<file path="src/rtl/serial_add_ctrl.sv">
// Bit-serial adder controller around an external combinational full adder, LSB first.
// Define SERIAL_ADD_OVF_EN to add the signed-overflow output ovf.
module serial_add_ctrl #(
    parameter int unsigned WIDTH = 8
) (
    input  logic             clk,
    input  logic             rst_n,
    input  logic             start,
    input  logic [WIDTH-1:0] op_a,
    input  logic [WIDTH-1:0] op_b,
    input  logic             cin,
    output logic [2:0]       fa_in,
    input  logic             fa_sum,
    input  logic             fa_carry,
    output logic             busy,
    output logic             done,
    output logic [WIDTH-1:0] result,
    output logic             cout
`ifdef SERIAL_ADD_OVF_EN
    ,
    output logic             ovf
`endif
);

    localparam int unsigned CW = $clog2(WIDTH);
    localparam logic [CW-1:0] LAST = CW'(WIDTH - 1);

    typedef enum logic [1:0] {
        IDLE,
        RUN,
        DONE
    } state_t;

    state_t state_q, state_d;

    logic [WIDTH-1:0] a_sh, b_sh;
    logic             carry_q;
    logic [CW-1:0]    count;
    logic             accept, run, last;

    always_ff @(posedge clk or negedge rst_n) begin
        if (!rst_n) state_q <= IDLE;
        else        state_q <= state_d;
    end

    always_comb begin
        state_d = state_q;
        fa_in   = '0;
        busy    = 1'b0;
        done    = 1'b0;
        accept  = 1'b0;
        run     = 1'b0;
        last    = 1'b0;
        case (state_q)
            IDLE: begin
                if (start) begin
                    accept  = 1'b1;
                    state_d = RUN;
                end
            end
            RUN: begin
                busy  = 1'b1;
                run   = 1'b1;
                fa_in = {a_sh[0], b_sh[0], carry_q};
                if (count == LAST) begin
                    last    = 1'b1;
                    state_d = DONE;
                end
            end
            DONE: begin
                busy    = 1'b1;
                done    = 1'b1;
                state_d = IDLE;
            end
            default: state_d = IDLE;
        endcase
    end

    // Sum bits enter at the MSB so after WIDTH steps bit 0 has reached result[0].
    always_ff @(posedge clk or negedge rst_n) begin
        if (!rst_n) begin
            a_sh    <= '0;
            b_sh    <= '0;
            carry_q <= 1'b0;
            count   <= '0;
            result  <= '0;
            cout    <= 1'b0;
`ifdef SERIAL_ADD_OVF_EN
            ovf     <= 1'b0;
`endif
        end else if (accept) begin
            a_sh    <= op_a;
            b_sh    <= op_b;
            carry_q <= cin;
            count   <= '0;
`ifdef SERIAL_ADD_OVF_EN
            ovf     <= 1'b0;
`endif
        end else if (run) begin
            result  <= {fa_sum, result[WIDTH-1:1]};
            carry_q <= fa_carry;
            a_sh    <= a_sh >> 1;
            b_sh    <= b_sh >> 1;
            count   <= count + CW'(1);
            if (last) begin
                cout <= fa_carry;
`ifdef SERIAL_ADD_OVF_EN
                ovf  <= carry_q ^ fa_carry;
`endif
            end
        end
    end

endmodule

</file>
<file path="config.mk">
export PLATFORM = sky130hd
export DESIGN_NAME = serial_add_ctrl
export DESIGN_NICKNAME = d
export VERILOG_FILES = /design/src/rtl/serial_add_ctrl.sv
export SDC_FILE = /design/constraint.sdc
export NUM_CORES = 1
export LEC_CHECK = 0
export BUFFER_PORTS_ARGS = -buffer_cell sky130_fd_sc_hd__buf_2
export CELL_PAD_IN_SITES_DETAIL_PLACEMENT = 2
export CELL_PAD_IN_SITES_GLOBAL_PLACEMENT = 2
export CORE_ASPECT_RATIO = 1.5
export CORE_UTILIZATION = 37
export DETAILED_ROUTE_END_ITERATION = 8
export GPL_ROUTABILITY_DRIVEN = 0
export HOLD_SLACK_MARGIN = 0.08
export PLACE_DENSITY = 0.83
export SYNTH_ARGS = -nofsm -noshare
export SYNTH_HDL_FRONTEND = slang
export SYNTH_SLANG_ARGS = --single-unit
</file>
<file path="constraint.sdc">
create_clock -name clk -period 2.3 [get_ports clk]
set_clock_uncertainty 0.1 [all_clocks]
set_input_delay 0.345 -clock clk [delete_from_list [all_inputs] [get_ports clk]]
set_output_delay 0.345 -clock clk [all_outputs]
set_load 0.01 [all_outputs]
</file>
### Word level (Yosys, flattened, before mapping)

Cells that the tools add are included.

| storage, ports and cells | value |
|---|---|
| output and inout port bits | 14 |
| register bits after elaboration | 31 |

| cells by class | value |
|---|---|
| bitwise gates (word level) | 1 |
| reduce and logical (&&, ||, !) cells | 6 |
| equal/unequal tests | 5 |
| muxes and demuxes | 19 |
| add/subtract/negate cells | 1 |

Operators by type and width:

| cell | count |
|---|---|
| 8-bit two-way mux | 4 |
| 1-bit two-way mux | 9 |
| 3-bit two-way mux | 3 |
| 2-bit two-way mux | 2 |
| 2-bit inequality test (second input constant) | 2 |
| 2-bit case mux with 2 select lines | 1 |
| 2-bit AND reduction | 2 |
| 3-bit by 1-bit adder with 3-bit output (second input constant) | 1 |
| 3-bit equality test (second input constant) | 1 |
| 3-bit AND reduction | 1 |
| 2-bit by 1-bit equality test with 1-bit output (second input constant) | 1 |
| 2-bit equality test (second input constant) | 1 |
| 2-bit zero test | 1 |
| 2-bit nonzero test | 1 |
| 2-bit OR reduction | 1 |
| 1-bit NOT | 1 |

### Logic depth before layout (Yosys ltp)

| logic depth | value |
|---|---|
| depth in word-level cells | 4 |
| gate-level depth with buffers | 7 |
| gate-level depth less buffers | 5 |

### Least setup slack after synthesis

OpenSTA, ideal clock, no wires.

| path | value |
|---|---|
| kind | flip-flop to output port |
| start | register state_q[1] |
| end | output port fa_in[0] |
| arrival | 1107 ps |
| cell stages (with the launch flop) | 6 |
| required time | 1855 ps |
| setup slack | 748 ps |
| cells stage by stage | dfrtp_1 -> inv_1 -> ha_1 -> buf_6 -> buf_4 -> and2_1 |

| between the ends | value |
|---|---|
| word-level cells in the longest chain between the ends | 2 |

RTL lines:

| what | line | RTL |
|---|---|---|
| from (decl) | 34 | `state_t state_q, state_d;` |
| from (signal assigned) | 43 | `else state_q <= state_d;` |
| 2-bit by 1-bit equality test with 1-bit output | 54 | `case (state_q)` |
| 3-bit two-way mux | 54 |  |
| to (decl) | 12 | `output logic [2:0] fa_in,` |

Every way passes these cells.

### Worst setup path after layout

| path | value |
|---|---|
| start | register state_q[1] |
| end | output port fa_in[2] |

Same word-level chain as after synthesis.

==> impl_metrics.env <==
export IMPL_synth_top_family_by_area="multiplexers"
export IMPL_syn_num_nets=153
export IMPL_ir_drop_uv=780.1
export IMPL_mostFrequentLayoutCell="buf_2"
export IMPL_met3_wirelength_um=129
export IMPL_synthAdderAreaFrac=0.05714
export IMPL_highest_layer="met4"
export IMPL_mostFrequentLayoutCells="35 x buf_2, 31 x dfrtp_1, 19 x nand2_1"
export IMPL_synth_seq_area_share=0.5061
export IMPL_wl_per_cell_um=16.90
export IMPL_critPathMaxFanout=8
export IMPL_holdWs_ns=0.1658
export IMPL_fmax_mhz=496.3
export IMPL_dieArea_um2=4409
export IMPL_multi_input_area_um2=653.1
export IMPL_rows=28
export IMPL_r2r_end="b_sh[3]"
export IMPL_synthSimpleGateAreaFrac=0.07347
export IMPL_clk_path_buf_depth=2
export IMPL_crit_arrival_ns=1.57
export IMPL_cts_root_buf="clkbuf_8"
export IMPL_finalCriticalPeriod_ns=2.015
export IMPL_grt_pass1_wl_um=5678
export IMPL_syn_inst=124
export IMPL_clk_latency_ns=0.29
export IMPL_num_vias=1052
export IMPL_port_buffers=35
export IMPL_crit_start="state_q[1]"
export IMPL_wl_um=3532
export IMPL_synth_area_top_cells="dfrtp_1 51%, mux2i_1 11%, mux2_2 6.6%"
export IMPL_r2r_slack_ns=0.48
export IMPL_htree_levels=2
export IMPL_synth_top_area_share=0.5061
export IMPL_r2r_start="state_q[1]"
export IMPL_status="complete, no violations"
export IMPL_netlist_area_um2=1533
export IMPL_yosysUniqueCellTypes=18
export IMPL_min_path_type="in -> reg"
export IMPL_drt_vias_per_instance=5.033
export IMPL_critPathKind="reg -> out"
export IMPL_grt_pass1_vias=1166
export IMPL_antenna_found_initial=0
export IMPL_cts_buffers=5
export IMPL_grt_use_total=0.1883
export IMPL_pwr_density_cell_nw_per_um2=1511
export IMPL_area_delta_synth_final_pct=19.76
export IMPL_setup_tns_ns=0
export IMPL_clkSlewWorstSetupHoldPaths_ns=0.07
export IMPL_max_slew_margin=0.5365
export IMPL_wl_met2_um=1992
export IMPL_top_level_ports=36
export IMPL_cts_tree="done"
export IMPL_drv_cap=0
export IMPL_synth_top_area_cell="dfrtp_1"
export IMPL_min_period_over_period=0.8760
export IMPL_dr_pass1_iters=2
export IMPL_wl_met1_um=1342
export IMPL_synthXorXnorAreaFrac=0.005714
export IMPL_dr_first_iter_drc_count=14
export IMPL_cts_setup_buffers=0
export IMPL_hold_violations=0
export IMPL_initial_core_util=0.3872
export IMPL_die_h_um=80.83
export IMPL_crit_required_ns=1.86
export IMPL_ff2ff_path_depth=5
export IMPL_power_leakage_nw=0.8911
export IMPL_synth_compound_area_frac=0.09306
export IMPL_postRouteAntennaNets=0
export IMPL_holdBufCountCts=1
export IMPL_cts_sinks=31
export IMPL_seqCellArea_um2=775.7
export IMPL_final_nets=192
export IMPL_start_kind="flop"
export IMPL_worst_pin_slew_ns=0.6953
export IMPL_finalSetupViolCount=0
export IMPL_drc_errors=0
export IMPL_synthMuxAreaShare=0.1967
export IMPL_setup_worst_path_end="fa_in[2]"
export IMPL_drive_gt1_frac=0.4268
export IMPL_grt_max_degree=32
export IMPL_ys_ff_latch=31
export IMPL_maxSlewViolCount=0
export IMPL_die_w_um=54.55
export IMPL_synth_avg_cell_area_um2=12.36
export IMPL_core_um2=3959
export IMPL_overflow=0
export IMPL_dpl_hpwl_um=2541
export IMPL_fillers=406
export IMPL_yosysWarnings=0
export IMPL_rsz0062_at_grt="false"
export IMPL_ctsResizeCount=0
export IMPL_endpoint_kind="output pin"
export IMPL_n_antenna_cell=0
## routing by layer
layer  GRT usage  vias to the layer above
met3     0.05805                        5
met2      0.3341                       23
met5           0                        -
met4     0.06154                        0
li1            -                      496
met1      0.2036                      528
## metrics by stage
stage,utilization,power [mW],area (µm²),setup WS [ns],instances
3_3_place_gp,0.4314,2.094,1708,0.6366,200
4_1_cts,0.4637,2.828,1836,0.2432,209
5_1_grt,0.4637,2.967,1836,0.1949,209
2_1_floorplan,-,1.924,1533,0.7484,124
6_report,0.4637,2.773,1836,0.2852,209
3_5_place_dp,0.4314,2.223,1708,0.5116,200
## cell families after synthesis
logic type,Yosys count
flip-flops,31
multiplexers,28
AO/OA/AOI/OAI,18
XOR/XNOR,1
adder cells (fa/ha/maj),7
buffers and inverters,12
AND/OR/NAND/NOR,27
## state kept, by name (all words and copies together) (netlist names)
| register | flops |
|---|---|
| a_sh | 8 |
| carry_q | 1 |
| b_sh | 8 |
| count | 3 |
| result | 8 |
| cout | 1 |
| state_q | 2 |
## how the worst min path moves through the flow
stage	end	from	cells past startpoint	slack (ns)
6_report	a_sh[7]	op_a[7]	3	0.17
4_1_cts	b_sh[6]	op_b[6]	3	0.15
5_1_grt	a_sh[6]	op_a[6]	3	0.17
3_3_place_gp	count[1]	rst_n	1	0.31
2_1_floorplan	a_sh[0]	rst_n	0	-0.05
3_5_place_dp	count[0]	rst_n	1	0.34
## worst max-delay path, stage by stage (launching register included)
cell	delay [ns]
dfrtp_1	0.40
inv_1	0.15
ha_1	0.40
and2_1	0.20
buf_2	0.13
## layout make-up
type | instances | area share
Clock buffer | 6 | 0.04499
Sequential cell | 31 | 0.4226
Tap cell | 45 | 0.03067
Multi-Input combinational cell | 81 | 0.3558
Inverter | 4 | 0.009543
Timing Repair Buffer | 40 | 0.1172
Clock inverter | 2 | 0.01909
## synth_stat cells
library cell / number
ha_1: 7
buf_6: 5
buf_4: 2
buf_8: 1
nand2_1: 19
o21ai_0: 7
o21ai_2: 10
mux2_4: 2
dfrtp_1: 31
inv_1: 3
xnor2_1: 1
nor2_1: 3
nand3_1: 1
mux2i_1: 17
o22ai_4: 1
inv_4: 1
mux2_2: 9
and2_1: 4
## report_power, final
| part | switching (mW) | internal, mW | total (mW) |
|---|---|---|---|
| clock | 0.209 | 0.350 | 0.559 |
| combinational | 0.645 | 0.591 | 1.24 |
| sequential | 0.164 | 0.814 | 0.978 |
| total | 1.02 | 1.76 | 2.77 |
No activity file was read; power rests on OpenSTA's default activity.
